### config.mk
export PLATFORM = sky130hd
export DESIGN_NAME = ptmch_trg_seq_flat
export DESIGN_NICKNAME = d
export VERILOG_FILES = /design/src/rtl/ptmch_pkg.sv /design/src/rtl/ptmch_trg_seq_if.sv /design/src/rtl/ptmch_dncnt.sv /design/src/rtl/ptmch_trg_seq.sv /design/src/flat_wrapper.sv
export SDC_FILE = /design/constraint.sdc
export NUM_CORES = 1
export LEC_CHECK = 0
export ABC_AREA = 1
export BUFFER_PORTS_ARGS = -buffer_cell sky130_fd_sc_hd__buf_2
export CAP_MARGIN = 20
export CORE_ASPECT_RATIO = 0.6
export CORE_UTILIZATION = 51
export CTS_BUF_LIST = sky130_fd_sc_hd__clkbuf_4
export CTS_CLUSTER_DIAMETER = 30
export DETAILED_ROUTE_END_ITERATION = 10
export PLACE_DENSITY = 0.69
export SLEW_MARGIN = 20
export SYNTH_ARGS = -nofsm -noshare
export SYNTH_HDL_FRONTEND = slang
export SYNTH_HIERARCHICAL = 1
export SYNTH_SLANG_ARGS = --single-unit
export TNS_END_PERCENT = 5
### constraint.sdc
create_clock -name CLK160M -period 4.1 [get_ports CLK160M]
set_input_delay 0 -clock CLK160M [delete_from_list [all_inputs] [get_ports CLK160M]]
set_output_delay 0 -clock CLK160M [all_outputs]
set_load 0.01 [all_outputs]
### src/rtl/ptmch_pkg.sv
// Shared types and default widths for the ptmch trigger path.
package ptmch_pkg;

  localparam int PTMCH_CNT_W = 16;
  localparam int PTMCH_NUM_W = 8;

  typedef enum logic [1:0] {
    IDLE,
    DELAY,
    HIGH,
    LOW
  } ptmch_trg_seq_st_t;

endpackage

### src/rtl/ptmch_trg_seq_if.sv
// Command/status bundle between the SPI register decoder and the trigger sequencer.
interface ptmch_trg_seq_if #(
  parameter int CNT_W = ptmch_pkg::PTMCH_CNT_W,
  parameter int NUM_W = ptmch_pkg::PTMCH_NUM_W
);

  logic             START;
  logic             ABORT;
  logic [CNT_W-1:0] CFG_DELAY;
  logic [CNT_W-1:0] CFG_WIDTH;
  logic [CNT_W-1:0] CFG_PERIOD;
  logic [NUM_W-1:0] CFG_COUNT;
  logic             TRG_PLS;
  logic             BUSY;
  logic             DONE;
  logic             CFG_ERR;

  modport master (
    output START, ABORT, CFG_DELAY, CFG_WIDTH, CFG_PERIOD, CFG_COUNT,
    input  TRG_PLS, BUSY, DONE, CFG_ERR
  );

  modport slave (
    input  START, ABORT, CFG_DELAY, CFG_WIDTH, CFG_PERIOD, CFG_COUNT,
    output TRG_PLS, BUSY, DONE, CFG_ERR
  );

endinterface

### src/rtl/ptmch_dncnt.sv
// Loadable saturating down-counter with a zero flag; load has priority over enable.
module ptmch_dncnt #(
  parameter int WIDTH = ptmch_pkg::PTMCH_CNT_W
) (
  input  logic             clk,
  input  logic             rst,
  input  logic             load,
  input  logic [WIDTH-1:0] load_val,
  input  logic             en,
  output logic             zero
);

  localparam logic [WIDTH-1:0] ONE = {{(WIDTH-1){1'b0}}, 1'b1};

  logic [WIDTH-1:0] cnt;

  // Holds at zero instead of wrapping so a late enable can never restart a phase.
  always_ff @(posedge clk) begin
    if (rst) begin
      cnt <= '0;
    end else if (load) begin
      cnt <= load_val;
    end else if (en && (cnt != '0)) begin
      cnt <= cnt - ONE;
    end
  end

  assign zero = (cnt == '0);

endmodule

### src/rtl/ptmch_trg_seq.sv
// Trigger pulse-train sequencer: START-captured delay, then COUNT pulses of WIDTH
// cycles spaced PERIOD cycles apart on TRG_PLS.
module ptmch_trg_seq
  import ptmch_pkg::*;
#(
  parameter int CNT_W = PTMCH_CNT_W,
  parameter int NUM_W = PTMCH_NUM_W
) (
  input  logic           CLK160M,
  input  logic           RESET,
  ptmch_trg_seq_if.slave bus
);

  localparam logic [CNT_W-1:0] CNT_ONE = {{(CNT_W-1){1'b0}}, 1'b1};
  localparam logic [NUM_W-1:0] NUM_ONE = {{(NUM_W-1){1'b0}}, 1'b1};

  ptmch_trg_seq_st_t state;

  logic [CNT_W-1:0] sh_width;
  logic [CNT_W-1:0] sh_period;

  logic trg_q;
  logic busy_q;
  logic done_q;
  logic err_q;

  logic             start_ok;
  logic             cfg_legal;
  logic             go;
  logic             go_high;
  logic             enter_high;
  logic [CNT_W-1:0] high_w;
  logic [CNT_W-1:0] high_p;

  logic             ph_load;
  logic             ph_en;
  logic [CNT_W-1:0] ph_val;
  logic             ph_zero;
  logic             per_load;
  logic             per_en;
  logic [CNT_W-1:0] per_val;
  logic             per_zero;
  logic             num_load;
  logic             num_en;
  logic [NUM_W-1:0] num_val;
  logic             num_zero;

  // Counters are loaded with N-1 so that "zero" marks the last cycle of a phase.
  // A zero delay skips DELAY entirely so the first rising edge lands right after capture.
  always_comb begin
    start_ok   = (state == IDLE) && bus.START && !bus.ABORT;
    cfg_legal  = (bus.CFG_WIDTH != '0) && (bus.CFG_COUNT != '0) &&
                 (bus.CFG_PERIOD > bus.CFG_WIDTH);
    go         = start_ok && cfg_legal;
    go_high    = go && (bus.CFG_DELAY == '0);
    high_w     = go ? bus.CFG_WIDTH  : sh_width;
    high_p     = go ? bus.CFG_PERIOD : sh_period;
    enter_high = go_high ||
                 ((state == DELAY) && ph_zero) ||
                 ((state == LOW) && per_zero);

    ph_load  = go || enter_high;
    ph_val   = enter_high ? (high_w - CNT_ONE) : (bus.CFG_DELAY - CNT_ONE);
    ph_en    = ((state == DELAY) || (state == HIGH)) && !ph_zero;

    per_load = enter_high;
    per_val  = high_p - CNT_ONE;
    per_en   = ((state == HIGH) || (state == LOW)) && !per_zero;

    num_load = go;
    num_val  = bus.CFG_COUNT - NUM_ONE;
    num_en   = (state == HIGH) && ph_zero;
  end

  ptmch_dncnt #(.WIDTH(CNT_W)) u_phase_cnt (
    .clk      (CLK160M),
    .rst      (RESET),
    .load     (ph_load),
    .load_val (ph_val),
    .en       (ph_en),
    .zero     (ph_zero)
  );

  ptmch_dncnt #(.WIDTH(CNT_W)) u_period_cnt (
    .clk      (CLK160M),
    .rst      (RESET),
    .load     (per_load),
    .load_val (per_val),
    .en       (per_en),
    .zero     (per_zero)
  );

  ptmch_dncnt #(.WIDTH(NUM_W)) u_pulse_cnt (
    .clk      (CLK160M),
    .rst      (RESET),
    .load     (num_load),
    .load_val (num_val),
    .en       (num_en),
    .zero     (num_zero)
  );

  // Delay and count live only in their counters after capture; width and period
  // need shadows because they are reloaded at every rising edge.
  always_ff @(posedge CLK160M) begin
    if (RESET) begin
      state     <= IDLE;
      sh_width  <= '0;
      sh_period <= '0;
      trg_q     <= 1'b0;
      busy_q    <= 1'b0;
      done_q    <= 1'b0;
      err_q     <= 1'b0;
    end else begin
      done_q <= 1'b0;
      err_q  <= 1'b0;
      if (bus.ABORT && (state != IDLE)) begin
        state  <= IDLE;
        trg_q  <= 1'b0;
        busy_q <= 1'b0;
      end else begin
        case (state)
          IDLE: begin
            if (start_ok) begin
              sh_width  <= bus.CFG_WIDTH;
              sh_period <= bus.CFG_PERIOD;
              if (cfg_legal) begin
                busy_q <= 1'b1;
                if (go_high) begin
                  state <= HIGH;
                  trg_q <= 1'b1;
                end else begin
                  state <= DELAY;
                end
              end else begin
                err_q <= 1'b1;
              end
            end
          end
          DELAY: begin
            if (ph_zero) begin
              state <= HIGH;
              trg_q <= 1'b1;
            end
          end
          HIGH: begin
            if (ph_zero) begin
              trg_q <= 1'b0;
              if (num_zero) begin
                state  <= IDLE;
                busy_q <= 1'b0;
                done_q <= 1'b1;
              end else begin
                state <= LOW;
              end
            end
          end
          LOW: begin
            if (per_zero) begin
              state <= HIGH;
              trg_q <= 1'b1;
            end
          end
          default: begin
            state  <= IDLE;
            trg_q  <= 1'b0;
            busy_q <= 1'b0;
          end
        endcase
      end
    end
  end

  assign bus.TRG_PLS = trg_q;
  assign bus.BUSY    = busy_q;
  assign bus.DONE    = done_q;
  assign bus.CFG_ERR = err_q;

endmodule

### src/flat_wrapper.sv
// flat-port wrapper written by rule: the top's interface ports become plain ports
module ptmch_trg_seq_flat import ptmch_pkg::*;
#(
  parameter int CNT_W = PTMCH_CNT_W,
  parameter int NUM_W = PTMCH_NUM_W
)
  (CLK160M, RESET, bus_START, bus_ABORT, bus_CFG_DELAY, bus_CFG_WIDTH, bus_CFG_PERIOD, bus_CFG_COUNT, bus_TRG_PLS, bus_BUSY, bus_DONE, bus_CFG_ERR);
  ptmch_trg_seq_if #(.CNT_W(CNT_W), .NUM_W(NUM_W)) bus_i ();
  input  logic CLK160M;
  input  logic RESET;
  input wire logic [$bits(bus_i.START)-1:0] bus_START;
  input wire logic [$bits(bus_i.ABORT)-1:0] bus_ABORT;
  input wire logic [$bits(bus_i.CFG_DELAY)-1:0] bus_CFG_DELAY;
  input wire logic [$bits(bus_i.CFG_WIDTH)-1:0] bus_CFG_WIDTH;
  input wire logic [$bits(bus_i.CFG_PERIOD)-1:0] bus_CFG_PERIOD;
  input wire logic [$bits(bus_i.CFG_COUNT)-1:0] bus_CFG_COUNT;
  output wire logic [$bits(bus_i.TRG_PLS)-1:0] bus_TRG_PLS;
  output wire logic [$bits(bus_i.BUSY)-1:0] bus_BUSY;
  output wire logic [$bits(bus_i.DONE)-1:0] bus_DONE;
  output wire logic [$bits(bus_i.CFG_ERR)-1:0] bus_CFG_ERR;
  assign bus_i.START = bus_START;
  assign bus_i.ABORT = bus_ABORT;
  assign bus_i.CFG_DELAY = bus_CFG_DELAY;
  assign bus_i.CFG_WIDTH = bus_CFG_WIDTH;
  assign bus_i.CFG_PERIOD = bus_CFG_PERIOD;
  assign bus_i.CFG_COUNT = bus_CFG_COUNT;
  assign bus_TRG_PLS = bus_i.TRG_PLS;
  assign bus_BUSY = bus_i.BUSY;
  assign bus_DONE = bus_i.DONE;
  assign bus_CFG_ERR = bus_i.CFG_ERR;
  ptmch_trg_seq #(.CNT_W(CNT_W), .NUM_W(NUM_W)) u_core (.CLK160M(CLK160M), .RESET(RESET), .bus(bus_i));
endmodule
# Word level (Yosys, flattened, before mapping)
# Cells that the tools add are included.
[word_totals]
word_cells = 109
input_bits = 60
output_inout_bits = 4
ff_bits = 78
[classes]
muxes = 31
reduce_logical = 45
magnitude_cmp = 1
n_bitwise = 5
eq_ne = 10
addsub = 7
[op_table]
columns = ["op", "count"]
rows = [
  ["$mux 16", 7],
  ["$sub 16x1->16 const B", 5],
  ["$logic_not 16->1", 3],
  ["$reduce_bool 16->1", 3],
  ["$gt 16x16->1", 1],
  ["$mux 8", 2],
  ["$reduce_bool 8->1", 2],
  ["$sub 8x1->8 const B", 2],
  ["$logic_and 1x1->1", 15],
  ["$mux 2", 7],
  ["$ne 2x1->1 const B", 7],
  ["$mux 1", 12],
  ["$reduce_and 5->1", 2],
  ["$reduce_bool 2->1", 5],
  ["$logic_not 8->1", 1],
  ["$pmux 2 s4", 1],
  ["$reduce_or 4->1", 2],
  ["$reduce_and 6->1", 1],
  ["$logic_or 1x1->1", 5],
  ["$not 1->1", 5],
  ["$eq 2x2->1 const B", 2],
  ["$pmux 1 s4", 1],
  ["$logic_not 1->1", 3],
  ["$reduce_and 3->1", 1],
  ["other kinds (4)", 4],
]

# Depth between registers and ports, before layout
# Gate-level depths: netlist (run 1).
[logic_depth]
ltp_word = 9
ltp_mapped = 28
mapped_depth_nobuf = 27

# Cells and area by module
# The synthesis (run 1) kept the hierarchy.
[modules_own_cells]
columns = ["mod", "cells_per_inst", "area_per_inst_um2", "n_inst", "seq_area_each_um2"]
rows = [
  ["ptmch_trg_seq", 656, 4030.1, 1, 760.7],
  ["ptmch_dncnt at u_core.u_period_cnt", 220, 1206.2, 1, 320.3],
  ["ptmch_dncnt at u_core.u_phase_cnt", 212, 1194.9, 1, 320.3],
  ["ptmch_dncnt at u_core.u_pulse_cnt", 104, 600.6, 1, 160.2],
]

# Worst setup path after synthesis (run 1)
# OpenSTA, ideal clock, no wires.
[synth_path]
path_type = "register -> register"
startpoint = "reg u_core.u_phase_cnt.cnt[0]"
endpoint = "reg u_core.u_phase_cnt.cnt[14]"
synth_period_minus_slack_ns = 3.089
setup_time_ns = 0.116
arrival_time_ns = 2.973
path_slack_ns = 1.011
required_ns = 3.984
n_path_buf = 1
stages_incl_launch_ff = 23
cell_sequence = "dfxtp_1 -> inv_1 -> ha_1 -> inv_1 -> nor2_1 -> nand3_1 -> nor2_1 -> nand2_1 -> nor4_1 -> a22o_1 -> inv_1 -> clkbuf_1 -> nand3_1 -> nand2_1 -> inv_1 -> nand2_1 -> nor2_4 -> nand3_1 -> nand2_1 -> nand2_1 -> or2_2 -> nand2_1 -> a21oi_1"
[synth_via]
elab_chain_len = 6
elab_cells_between_ends = 14
cone_classes = "add/sub: 1; mux: 3; reduce/logical: 10"
[synth_rtl]
columns = ["item", "line_no", "rtl"]
rows = [
  ["start, declared", "ptmch_dncnt.sv:15", "logic [WIDTH-1:0] cnt;"],
  ["start signal, assigned", "ptmch_dncnt.sv:22", "cnt <= load_val;"],
  ["start signal, assigned", "ptmch_dncnt.sv:24", "cnt <= cnt - ONE;"],
  ["$logic_not 16->1", "ptmch_dncnt.sv:28", "assign zero = (cnt == '0);"],
  ["via u_core.ph_zero", "ptmch_trg_seq.sv:38", "logic ph_zero;"],
  ["$logic_and 1x1->1", "ptmch_trg_seq.sv:59", "((state == DELAY) && ph_zero) ||"],
  ["$logic_or 1x1->1", "ptmch_trg_seq.sv:58", "enter_high = go_high ||"],
  ["$logic_or 1x1->1", "ptmch_trg_seq.sv:59", ""],
  ["$mux 16", "ptmch_trg_seq.sv:63", "ph_val = enter_high ? (high_w - CNT_ONE) : (bus.CFG_DELAY - CNT_ONE);"],
  ["via u_core.ph_val[14]", "ptmch_trg_seq.sv:37", "logic [CNT_W-1:0] ph_val;"],
  ["$mux 16", "ptmch_dncnt.sv:21", "end else if (load) begin"],
]
# The timed path passes the listed nets, and every way through them passes these cells. The select of a mux whose other input is x is not followed.
# A chain may end at the register's enable or synchronous reset.

# Worst setup path after layout (run 1)
[layout_path]
startpoint = "reg u_core.u_period_cnt.cnt[0]"
endpoint = "reg u_core.u_phase_cnt.cnt[14]"
[layout_via]
elab_chain_len = 5
elab_cells_between_ends = 7
cone_classes = "mux: 2; reduce/logical: 5"
[layout_rtl]
columns = ["item", "line_no", "rtl"]
rows = [
  ["start, declared", "ptmch_dncnt.sv:15", ""],
  ["start signal, assigned", "ptmch_dncnt.sv:22", ""],
  ["start signal, assigned", "ptmch_dncnt.sv:24", ""],
  ["$logic_not 16->1", "ptmch_dncnt.sv:28", ""],
  ["via u_core.per_zero", "ptmch_trg_seq.sv:42", "logic per_zero;"],
  ["$logic_and 1x1->1", "ptmch_trg_seq.sv:60", "((state == LOW) && per_zero);"],
  ["$logic_or 1x1->1", "ptmch_trg_seq.sv:59", ""],
  ["$mux 16", "ptmch_trg_seq.sv:63", ""],
  ["via u_core.ph_val[14]", "ptmch_trg_seq.sv:37", ""],
  ["$mux 16", "ptmch_dncnt.sv:21", ""],
]
# The timed path passes the listed nets, and every way through them passes these cells.

==> results.yml, run 1 <==
status:
  outcome: "finished, final reports clean"
clocking:
  clock_path_buffers: 2
  clock-sinks: 78
  cts_max_level: 3
  numCtsBuffers: 9
  post_cts_buffers: 0
  clk_latency_ns: 0.44
  root_buffer: "clkbuf_4"
  cts_tree: "done"
  clk_pin_slew_ns: 0.12
synthesis:
  async_flop_share: 0
  synthAdderAreaFrac: 0.0498
  synth-seq-cells: 78
  yosys.area.top_type: "dfxtp_1"
  synth_xor_area_frac: 0.0311
  synth_ff_type: "dfxtp_1"
  yosysWarnings: 6
  synth_compound_area_frac: 0.120
  synth_top_area_frac: 0.222
  syn_inst: 1192
  yosys.area_share.simple: 0.460
  syn-mean-instance-area_um2: 5.90
  netlist_area_um2: 7030
  synthMuxAreaShare: 0
  synth_top_family_by_area: "simple AND/OR/NAND/NOR gates"
  synth_fp_nets: 1280
  synth-edff-count: 0
  synth_cell_types: 47
  yosysSeqAreaShare: 0.222
  synth_area_leaders: "dfxtp_1 22%, nand2_1 18%, nor2_1 9.4%"
power_and_ir_drop:
  switchingPower_uw: 2680
  p_leak_uw: 0.00407
  finalPower_uw: 4940
  p_per_area_nw_per_um2: 622
  p_seq_frac: 0.232
  peakVddDrop_mv: 0.358
  intPower_uw: 2260
  swShare: 0.542
  p_comb_frac: 0.686
  clock_power_share: 0.082
global_route:
  grt_pass1_vias: 6407
  grt_start_max_net_pins: 53
  overflow: 0
  antenna_found_initial: 0
  gr-usage-all-layers: 0.290
  grt_pass1_wl_mm: 32.8
die:
  core.rowCount: 32
  die-area_um2: 14300
  die_h_um: 93.0
  die_w_um: 154
  initial_core_util: 0.535
  core_um2: 13100
  pin_count: 64
placement:
  place.port_buffers: 63
  placed_area_um2: 7430
  hpwl_mm: 15.5
  gp_congestion: 0.947
  dp_cells: 1400
timing:
  period_share: 0.906
  worstMarginPinSlew_ns: 0.909
  final.setup.tns_ns: 0
  max_freq_ghz: 0.269
  drv_slew: 0
  fin_skew_ns: 0.0192
  min_period_ns: 3.72
  hold_violations: 0
  relSlewSlack: 0.393
  rsz0062_at_grt: "false"
  setup_viol: 0
cells_and_area:
  area_delta_synth_final_pct: 13.0
  layout-drive-gt1-share: 0.141
  stdcell_area_um2: 7940
  final_nets: 1369
  diodes: 0
  instances_no_fill: 1454
critical_path:
  path_class: "register to register"
  critical_path.max_stage_delay_ns: 0.35
  crit_required_ns: 4.44
  cp_cell_sequence: "inv_1 > ha_1 > nand2_2 > nor2_2 > nand2_1 > nor4_2 > a22o_1 > inv_1 > nand2_4 > nand2_1 > nand2_1 > ha_1 > nand3_2 > nor2_4 > nand3_1 > nand2_1 > nand2_1 > or2_2 > nand2_1 > a21oi_1"
  cp_slowest_cell: "dfxtp_1"
  arrival_ns: 4.06
  worstSetupEndpointType: "register"
  crit_fanout: 19
  critical_path.startpoint_type: "register"
  crit_top_cell: "nand2_1"
drt:
  ant_nets: 0
  wl_per_cell_um: 13.9
  avgViaCountPerCell: 5.17
  first_iter_violations: 710
  drc: 0
  vias: 7519
  totalWireLength_mm: 20.2
  drt_first_pass_iters: 5
flow_run:
  drv_cap: 0
worst_hold_path:
  hp-class: "primary input to register"
## critical path, delay by kind of cell, from the launching register on
family / cells / cell delay [ns]
and+or+nand+nor: 14 / 2.17
adders and majority gates: 2 / 0.42
AOI/OAI and AO/OA: 2 / 0.37
DFF: 1 / 0.35
buffers and inverters: 2 / 0.30
## final cells by class
class / instances / area (um^2)
multi-input cells: 917 / 4660
well taps: 170 / 213
flip-flops and latches: 78 / 1560
repair buffers: 114 / 798
inverters: 161 / 608
clock buffers: 10 / 75.1
fillers: 1327 / 5190
clock inverters: 4 / 25.0
## timing repair
action                     4_1_cts  5_1_grt
setup endpoints to repair        0        5
gates resized for setup          0        2
hold buffers                    40        0
hold endpoints to repair        45        0
## per-stage QoR
stage          hold slack (ns)  setup slack (ns)  utilization
2_1_floorplan           0.0691              1.01            -
3_5_place_dp             0.303             0.365        0.566
4_1_cts                 0.0172             0.324        0.604
6_report                0.0276             0.384        0.605
3_3_place_gp             0.298             0.449        0.566
5_1_grt                 0.0271            0.0853        0.605
## worst paths after layout
check	cells after the start	startpoint	to	slack, ns
hold / removal	2	RESET	u_core/u_pulse_cnt/cnt[7]	0.03
hold reg to reg	2	u_core/bus.BUSY	u_core/bus.BUSY	0.46
setup reg to reg	20	u_core/u_period_cnt/cnt[0]	u_core/u_phase_cnt/cnt[14]	0.38
setup / recovery	20	u_core/u_period_cnt/cnt[0]	u_core/u_phase_cnt/cnt[14]	0.38
## Yosys cell counts (2+ instances only)
library cell  number
nand2_4           10
xnor2_1            8
nand3_1           84
xor2_1            17
nor2_2            17
inv_2             11
nand2_1          338
inv_1            146
buf_2              8
or2_4              2
nand4_1           32
clkbuf_1          17
nor4_1             2
o21ai_1           10
o21ai_2           10
buf_4              3
nor3_1             6
nand3b_1           9
a21oi_1           55
nor2_1           176
buf_6              6
nand2_2           14
o21ai_4            2
or2_2              4
nand3_2            6
clkinv_1           2
o21ai_0           65
nor2_4             9
ha_1              28
dfxtp_1           78
## per-layer routing
| metal | routed length (um) | up-vias | GRT usage |
|---|---|---|---|
| met5 | 0 | - | 0 |
| met4 | 141 | 0 | 0.0392 |
| met3 | 1440 | 15 | 0.0454 |
| met2 | 7260 | 270 | 0.384 |
| met1 | 11400 | 3277 | 0.475 |
| li1 | - | 3957 | - |
## power by group through the flow
stage | clock (uW) | combinational (uW) | sequential (uW)
after detailed placement | 0 | 3260 | 1150
final | 407 | 3390 | 1150
after floorplan | 0 | 2670 | 1110
after global placement | 0 | 3270 | 1150
after CTS | 419 | 3310 | 1140
after global routing | 452 | 3840 | 1180
## placed cells by master, fill, tap and decap left out, types with 3 or more instances in the layout
master / count
nor2_4: 9
nand2_2: 14
nand3b_1: 9
nand3_2: 7
nand2_4: 10
ha_1: 28
xor2_1: 17
nand2_1: 338
clkbuf_4: 10
or2_2: 4
inv_2: 11
nor2_1: 176
o21ai_1: 10
inv_1: 146
clkinv_1: 3
dfxtp_1: 78
buf_2: 63
nand4_1: 32
buf_4: 11
xnor2_1: 8
nor2_2: 17
dlygate4sd3_1: 40
nor3_1: 6
a21oi_1: 55
o21ai_0: 65
nand3_1: 83
o21ai_2: 10
## sequential cells by signal, indices dropped and copies added, names as in the netlist
register,cells
u_core/u_phase_cnt/cnt,16
u_core/sh_period,16
u_core/bus.TRG_PLS,1
u_core/u_pulse_cnt/cnt,8
u_core/bus.BUSY,1
u_core/bus.CFG_ERR,1
u_core/u_period_cnt/cnt,16
u_core/sh_width,16
u_core/state,2
u_core/bus.DONE,1
## cell families (layout without fill, tap and decap cells)
group | Yosys count | in the layout
AND/OR/NAND/NOR | 713 | 713
buffers and inverters | 197 | 289
AO/OA/AOI/OAI | 151 | 151
flip-flops | 78 | 78
adder cells (fa/ha/maj) | 28 | 28
XOR/XNOR | 25 | 25
(Power assumes the default switching activity.)
==> run 2: changes to the inputs <==
--- a/config.mk
+++ b/config.mk
@@ -14,6 +14,7 @@
 export CTS_CLUSTER_DIAMETER = 30
 export DETAILED_ROUTE_END_ITERATION = 10
 export PLACE_DENSITY = 0.69
+export REMOVE_ABC_BUFFERS = 1
 export SLEW_MARGIN = 20
 export SYNTH_ARGS = -nofsm -noshare
 export SYNTH_HDL_FRONTEND = slang
==> results.yml, run 2 (synthesis results as in run 1) <==
cells_and_area:
  final_nets: 1364
  diodes: 0
  layout_common_cells: "338 x nand2_1, 176 x nor2_1, 146 x inv_1"
  layout-drive-gt1-share: 0.141
  instances_no_fill: 1451
  area_delta_synth_final_pct: 12.7
  layout.cells.most_common: "nand2_1"
clocking:
  post_cts_buffers: 0
  cts_tree: "done"
  clock-sinks: 78
  root_buffer: "clkbuf_4"
  clock_path_buffers: 2
  numCtsBuffers: 9
  clk_pin_slew_ns: 0.15
  cts_max_level: 3
  clk_latency_ns: 0.46
power_and_ir_drop:
  peakVddDrop_mv: 0.430
  p_per_area_nw_per_um2: 634
  p_leak_uw: 0.00406
status:
  outcome: "finished, final reports clean"
drt:
  avgViaCountPerCell: 5.22
  drt_first_pass_iters: 7
  totalWireLength_mm: 20.4
  ant_nets: 0
  drc: 0
  vias: 7576
  wl_per_cell_um: 14.1
  first_iter_violations: 630
flow_run:
  drv_cap: 0
critical_path:
  r2r-start: "u_core/u_period_cnt/cnt[0]"
  critical_path.startpoint_type: "register"
  cp_slowest_cell: "nor4_1"
  critical_path.max_stage_delay_ns: 0.47
  path_class: "register to register"
  crit_required_ns: 4.45
  rr_endpoint: "u_core/u_phase_cnt/cnt[13]"
  worstSetupEndpointType: "register"
  cp_cell_sequence: "inv_1 > ha_1 > nand2_2 > nor2_2 > nand2_1 > nor4_1 > a22o_1 > inv_1 > nand2_4 > buf_4 > nand3_1 > nand2_1 > nand2_1 > nor2_2 > nand3_1 > nand2_1 > nand2_1 > or2_2 > nand2_1 > a21oi_1"
  crit_top_cell: "nand2_1"
  reg2reg_depth: 20
  arrival_ns: 3.95
  r2r_slack_ns: 0.50
  crit_fanout: 26
timing:
  fin_skew_ns: 0.0173
  rsz0062_at_grt: "false"
  min_period_ns: 3.60
  drv_slew: 0
  period_share: 0.879
  max_freq_ghz: 0.277
  relSlewSlack: 0.415
  hold_violations: 0
  worstMarginPinSlew_ns: 0.876
  setup_viol: 0
  final.setup.tns_ns: 0
die:
  pin_count: 64
  core.rowCount: 32
  die_h_um: 93.0
  die-area_um2: 14300
  initial_core_util: 0.535
  die_w_um: 154
  core_um2: 13100
global_route:
  grt_pass1_wl_mm: 34.1
  gr-usage-all-layers: 0.300
  antenna_found_initial: 0
  grt_start_max_net_pins: 53
  grt_pass1_vias: 6769
  overflow: 0
placement:
  gp_congestion: 0.954
  dp_cells: 1399
  place.port_buffers: 63
  hpwl_mm: 15.5
worst_hold_path:
  hold_end: "u_core/u_pulse_cnt/cnt[3]"
  hold_start: "bus_CFG_COUNT[3]"
  hold_depth: 6
  hp-class: "primary input to register"
==> run 2: cell count changes in the layout (fill, tap and decap cells not counted) <==
cell	previous run	this run
dlygate4sd3_1	40	36
clkinv_4	0	2
nor4_1	0	2
nor4_2	2	0
buf_4	11	10
bufinv_16	0	1
clkbuf_4	10	9
==> run 2: where the power goes <==
group	switching (uW)	leakage (uW)	internal [uW]	total, uW
Combinational	2210	0.00335	1170	3380
Sequential	184	0.000639	958	1140
Clock	311	0.0000739	187	498
==> run 2: cell type report <==
type | instances | area (um^2)
Tap cell | 170 | 213
Multi-Input combinational cell | 917 | 4650
Timing Repair Buffer | 109 | 751
Sequential cell | 78 | 1560
Clock buffer | 9 | 67.6
Inverter | 161 | 608
Fill cell | 1321 | 5210
Clock inverter | 7 | 72.6
==> run 2: timing repair <==
action / in CTS / in global routing
hold buffers: 36 / 0
setup endpoints to repair: 0 / 0
hold endpoints to repair: 39 / 0
gates resized for setup: 0 / 0
==> run 2: routing by layer <==
metal / track usage / up-vias / share of wire
met3: 0.0604 / 17 / 0.079
met5: 0 / - / 0
li1: - / 3943 / -
met2: 0.429 / 265 / 0.39
met1: 0.460 / 3351 / 0.52
met4: 0.0483 / 0 / 0.011
==> run 2: how the worst max path moves through the flow <==
stage                                       to  slack [ns]  cells past startpoint                        from
floorplan           u_core/u_period_cnt/cnt[8]       -0.08                     17             u_core/state[0]
global placement    u_core/u_phase_cnt/cnt[13]        0.70                     23   u_core/u_phase_cnt/cnt[0]
detailed placement  u_core/u_phase_cnt/cnt[14]        0.58                     23   u_core/u_phase_cnt/cnt[0]
CTS                 u_core/u_phase_cnt/cnt[14]        0.54                     23   u_core/u_phase_cnt/cnt[0]
global route        u_core/u_phase_cnt/cnt[14]        0.08                     23   u_core/u_phase_cnt/cnt[0]
finish              u_core/u_phase_cnt/cnt[13]        0.50                     20  u_core/u_period_cnt/cnt[0]
==> run 2: critical path: cells and delay by family (launching register included) <==
kind	cells	cell delay [ns]
buffers and inverters	3	0.46
flip-flops	1	0.35
AND/OR/NAND/NOR	14	2.16
adder cells (fa/ha/maj)	1	0.21
AO/OA/AOI/OAI	2	0.30
==> run 2: through the flow <==
step | cell area [um^2] | power [uW] | setup slack (ns) | util | hold slack (ns)
3_3_place_gp | 7420 | 4420 | 0.699 | 0.565 | 0.309
6_report | 7920 | 5020 | 0.496 | 0.603 | 0.0195
2_1_floorplan | 6810 | 3710 | -0.0792 | - | 0.0691
3_5_place_dp | 7420 | 4450 | 0.583 | 0.565 | 0.315
4_1_cts | 7920 | 4980 | 0.544 | 0.603 | 0.000218
5_1_grt | 7920 | 5580 | 0.0814 | 0.603 | 0.0288
==> run 3: changes to the inputs <==
--- a/config.mk
+++ b/config.mk
@@ -5,7 +5,6 @@
 export SDC_FILE = /design/constraint.sdc
 export NUM_CORES = 1
 export LEC_CHECK = 0
-export ABC_AREA = 1
 export BUFFER_PORTS_ARGS = -buffer_cell sky130_fd_sc_hd__buf_2
 export CAP_MARGIN = 20
 export CORE_ASPECT_RATIO = 0.6
@@ -13,11 +12,10 @@
 export CTS_BUF_LIST = sky130_fd_sc_hd__clkbuf_4
 export CTS_CLUSTER_DIAMETER = 30
 export DETAILED_ROUTE_END_ITERATION = 10
-export PLACE_DENSITY = 0.69
+export PLACE_DENSITY = 0.71
 export REMOVE_ABC_BUFFERS = 1
 export SLEW_MARGIN = 20
 export SYNTH_ARGS = -nofsm -noshare
 export SYNTH_HDL_FRONTEND = slang
-export SYNTH_HIERARCHICAL = 1
 export SYNTH_SLANG_ARGS = --single-unit
 export TNS_END_PERCENT = 5
==> results.yml, run 3 <==
timing:
  worstMarginPinSlew_ns: 0.985
  final.setup.tns_ns: 0
  period_share: 0.946
  min_period_ns: 3.88
  drv_slew: 0
  fin_skew_ns: 0.0150
  max_freq_ghz: 0.258
  relSlewSlack: 0.343
  setup_viol: 0
  hold_violations: 0
clocking:
  cts_max_level: 3
  cts_tree: "done"
  root_buffer: "clkbuf_4"
  clock-sinks: 78
  clock_path_buffers: 2
  clk_pin_slew_ns: 0.12
  clk_latency_ns: 0.45
  numCtsBuffers: 9
critical_path:
  crit_top_cell: "buf_4"
  crit_required_ns: 4.41
  cp_slowest_cell: "or4_1"
  critical_path.startpoint_type: "register"
  worstSetupEndpointType: "register"
  cp_cell_sequence: "inv_1 > ha_1 > nand2_1 > or2_2 > buf_4 > nor2_2 > o311ai_2 > nand2_4 > buf_4 > mux2i_1 > nand3_2 > or4_1 > nand3_1 > a21oi_1"
  crit_fanout: 11
  critical_path.max_stage_delay_ns: 0.57
  crit_buf_inv: 3
  arrival_ns: 4.18
  cp_top_family: "simple AND/OR/NAND/NOR gates"
  path_class: "register to register"
synthesis:
  syn-mean-instance-area_um2: 7.43
  synthMuxAreaShare: 0.0516
  synth_ff_type: "dfxtp_1"
  synthAdderAreaFrac: 0.0530
  netlist_area_um2: 5670
  async_flop_share: 0
  syn_inst: 763
  synth.most_common_cell: "nand2_1"
  synth_common_cells: "122 x nand2_1, 84 x a21oi_1, 82 x nor2_1"
  synth_compound_area_frac: 0.247
  synth_cell_types: 78
  synth-seq-cells: 78
  yosysSeqAreaShare: 0.275
  synth_top_family_by_area: "simple AND/OR/NAND/NOR gates"
  yosys.area_share.simple: 0.282
  yosys.area.top_type: "dfxtp_1"
  synth_area_leaders: "dfxtp_1 28%, nand2_1 8.1%, a21oi_1 7.4%"
  yosysWarnings: 0
  synth_xor_area_frac: 0.0417
  synth-edff-count: 0
  synth_top_area_frac: 0.275
drt:
  first_iter_violations: 680
  wl_per_cell_um: 18.5
  totalWireLength_mm: 18.7
  ant_nets: 0
  vias: 6288
  avgViaCountPerCell: 6.21
  drt_first_pass_iters: 10
  drc: 10
status:
  violations: "design-rule violations"
  outcome: "finished, violations left"
cells_and_area:
  layout_common_cells: "122 x nand2_1, 84 x a21oi_1, 82 x nor2_1"
  layout-drive-gt1-share: 0.175
  multi_input_area_um2: 3850
  stdcell_area_um2: 6790
  layout.cells.most_common: "nand2_1"
  fillCellCount: 936
  diodes: 0
  regArea_um2: 1560
  final_nets: 953
  area_delta_synth_final_pct: 19.7
global_route:
  antenna_found_initial: 0
  gr-usage-all-layers: 0.331
  grt_start_max_net_pins: 77
  grt_pass1_wl_mm: 30.1
  grt_pass1_vias: 5928
  overflow: 0
power_and_ir_drop:
  p_leak_uw: 0.00271
  peakVddDrop_mv: 0.356
  p_per_area_nw_per_um2: 701
die:
  core_um2: 10700
  pin_count: 64
  die_h_um: 83.7
  die-area_um2: 11600
  core.rowCount: 29
  initial_core_util: 0.530
  die_w_um: 138
flow_run:
  drv_cap: 0
worst_hold_path:
  hp-class: "primary input to register"
placement:
  gp_congestion: 0.957
  place.port_buffers: 63
  hpwl_mm: 13.7
  placed_area_um2: 6160
[run 3: cell types whose count changed after synthesis, moves of 26 or more]
cell | previous run | this run
o21ai_0 | 65 | 27
a21oi_1 | 55 | 84
nor2_1 | 176 | 82
nand3_1 | 84 | 19
nand4_1 | 32 | 2
inv_1 | 146 | 27
nand2_1 | 338 | 122
a211oi_1 | 1 | 27
[run 3: logic make-up after synthesis]
family | Yosys count
and+or+nand+nor | 328
DFF | 78
AOI/OAI and AO/OA | 213
adders and majority gates | 24
muxes | 28
buffers and inverters | 65
xor gates and xnor gates | 27
[run 3: area by class of cell]
class,count,share of cell area
Multi-Input combinational cell,620,0.568
Sequential cell,78,0.230
Timing Repair Buffer,133,0.139
Tap cell,139,0.0256
Inverter,27,0.0149
Clock inverter,6,0.0112
Clock buffer,10,0.0111
[run 3: path summary, 6_finish.rpt]
| check | startpoint | endpoint | slack (ns) | cells after the start |
|---|---|---|---|---|
| worst max register to register | u_core.state[1] | u_core.u_period_cnt.cnt[14] | 0.22 | 14 |
| worst min-delay path | bus_CFG_COUNT[1] | u_core.u_pulse_cnt.cnt[3] | 0.04 | 5 |
| worst min register to register | u_core.sh_width[7] | u_core.sh_width[7] | 0.46 | 2 |
| worst max-delay path | u_core.state[1] | u_core.u_period_cnt.cnt[14] | 0.22 | 14 |
[run 3: per-layer routing]
metal / track usage / vias to the layer above / wire [um]
met1: 0.463 / 2931 / 8530
met2: 0.499 / 350 / 7860
met4: 0.103 / 0 / 299
met5: 0 / - / 0
li1: - / 2969 / -
met3: 0.0826 / 38 / 2020
[run 3: per-stage QoR]
step	setup slack (ns)	hold slack, ns	utilization	power [uW]	cells
2_1_floorplan	0.201	0.0646	-	3290	725
3_3_place_gp	0.378	0.266	0.576	3990	951
3_5_place_dp	0.176	0.272	0.576	4070	951
4_1_cts	0.149	0.0218	0.628	4640	1008
5_1_grt	-0.00531	0.0664	0.634	5100	1013
6_report	0.222	0.0412	0.634	4760	1013
[run 3: worst register-to-register path: cells and delay by family, from the launching register on]
family,cells,cell delay (ns)
AO/OA/AOI/OAI,2,0.36
buffers and inverters,3,0.46
AND/OR/NAND/NOR,7,1.89
multiplexers,1,0.37
adder cells (fa/ha/maj),1,0.30
flip-flops,1,0.37
[run 3: power by group]
group | internal (uW) | switching (uW)
sequential | 932 | 158
clock | 247 | 276
combinational | 1270 | 1870
total | 2450 | 2310
[run 3: what timing repair did]
action,in CTS,in global routing
hold buffers,41,0
setup buffers,0,5
setup endpoints to repair,0,14
resized for setup,0,10
hold endpoints to repair,45,0
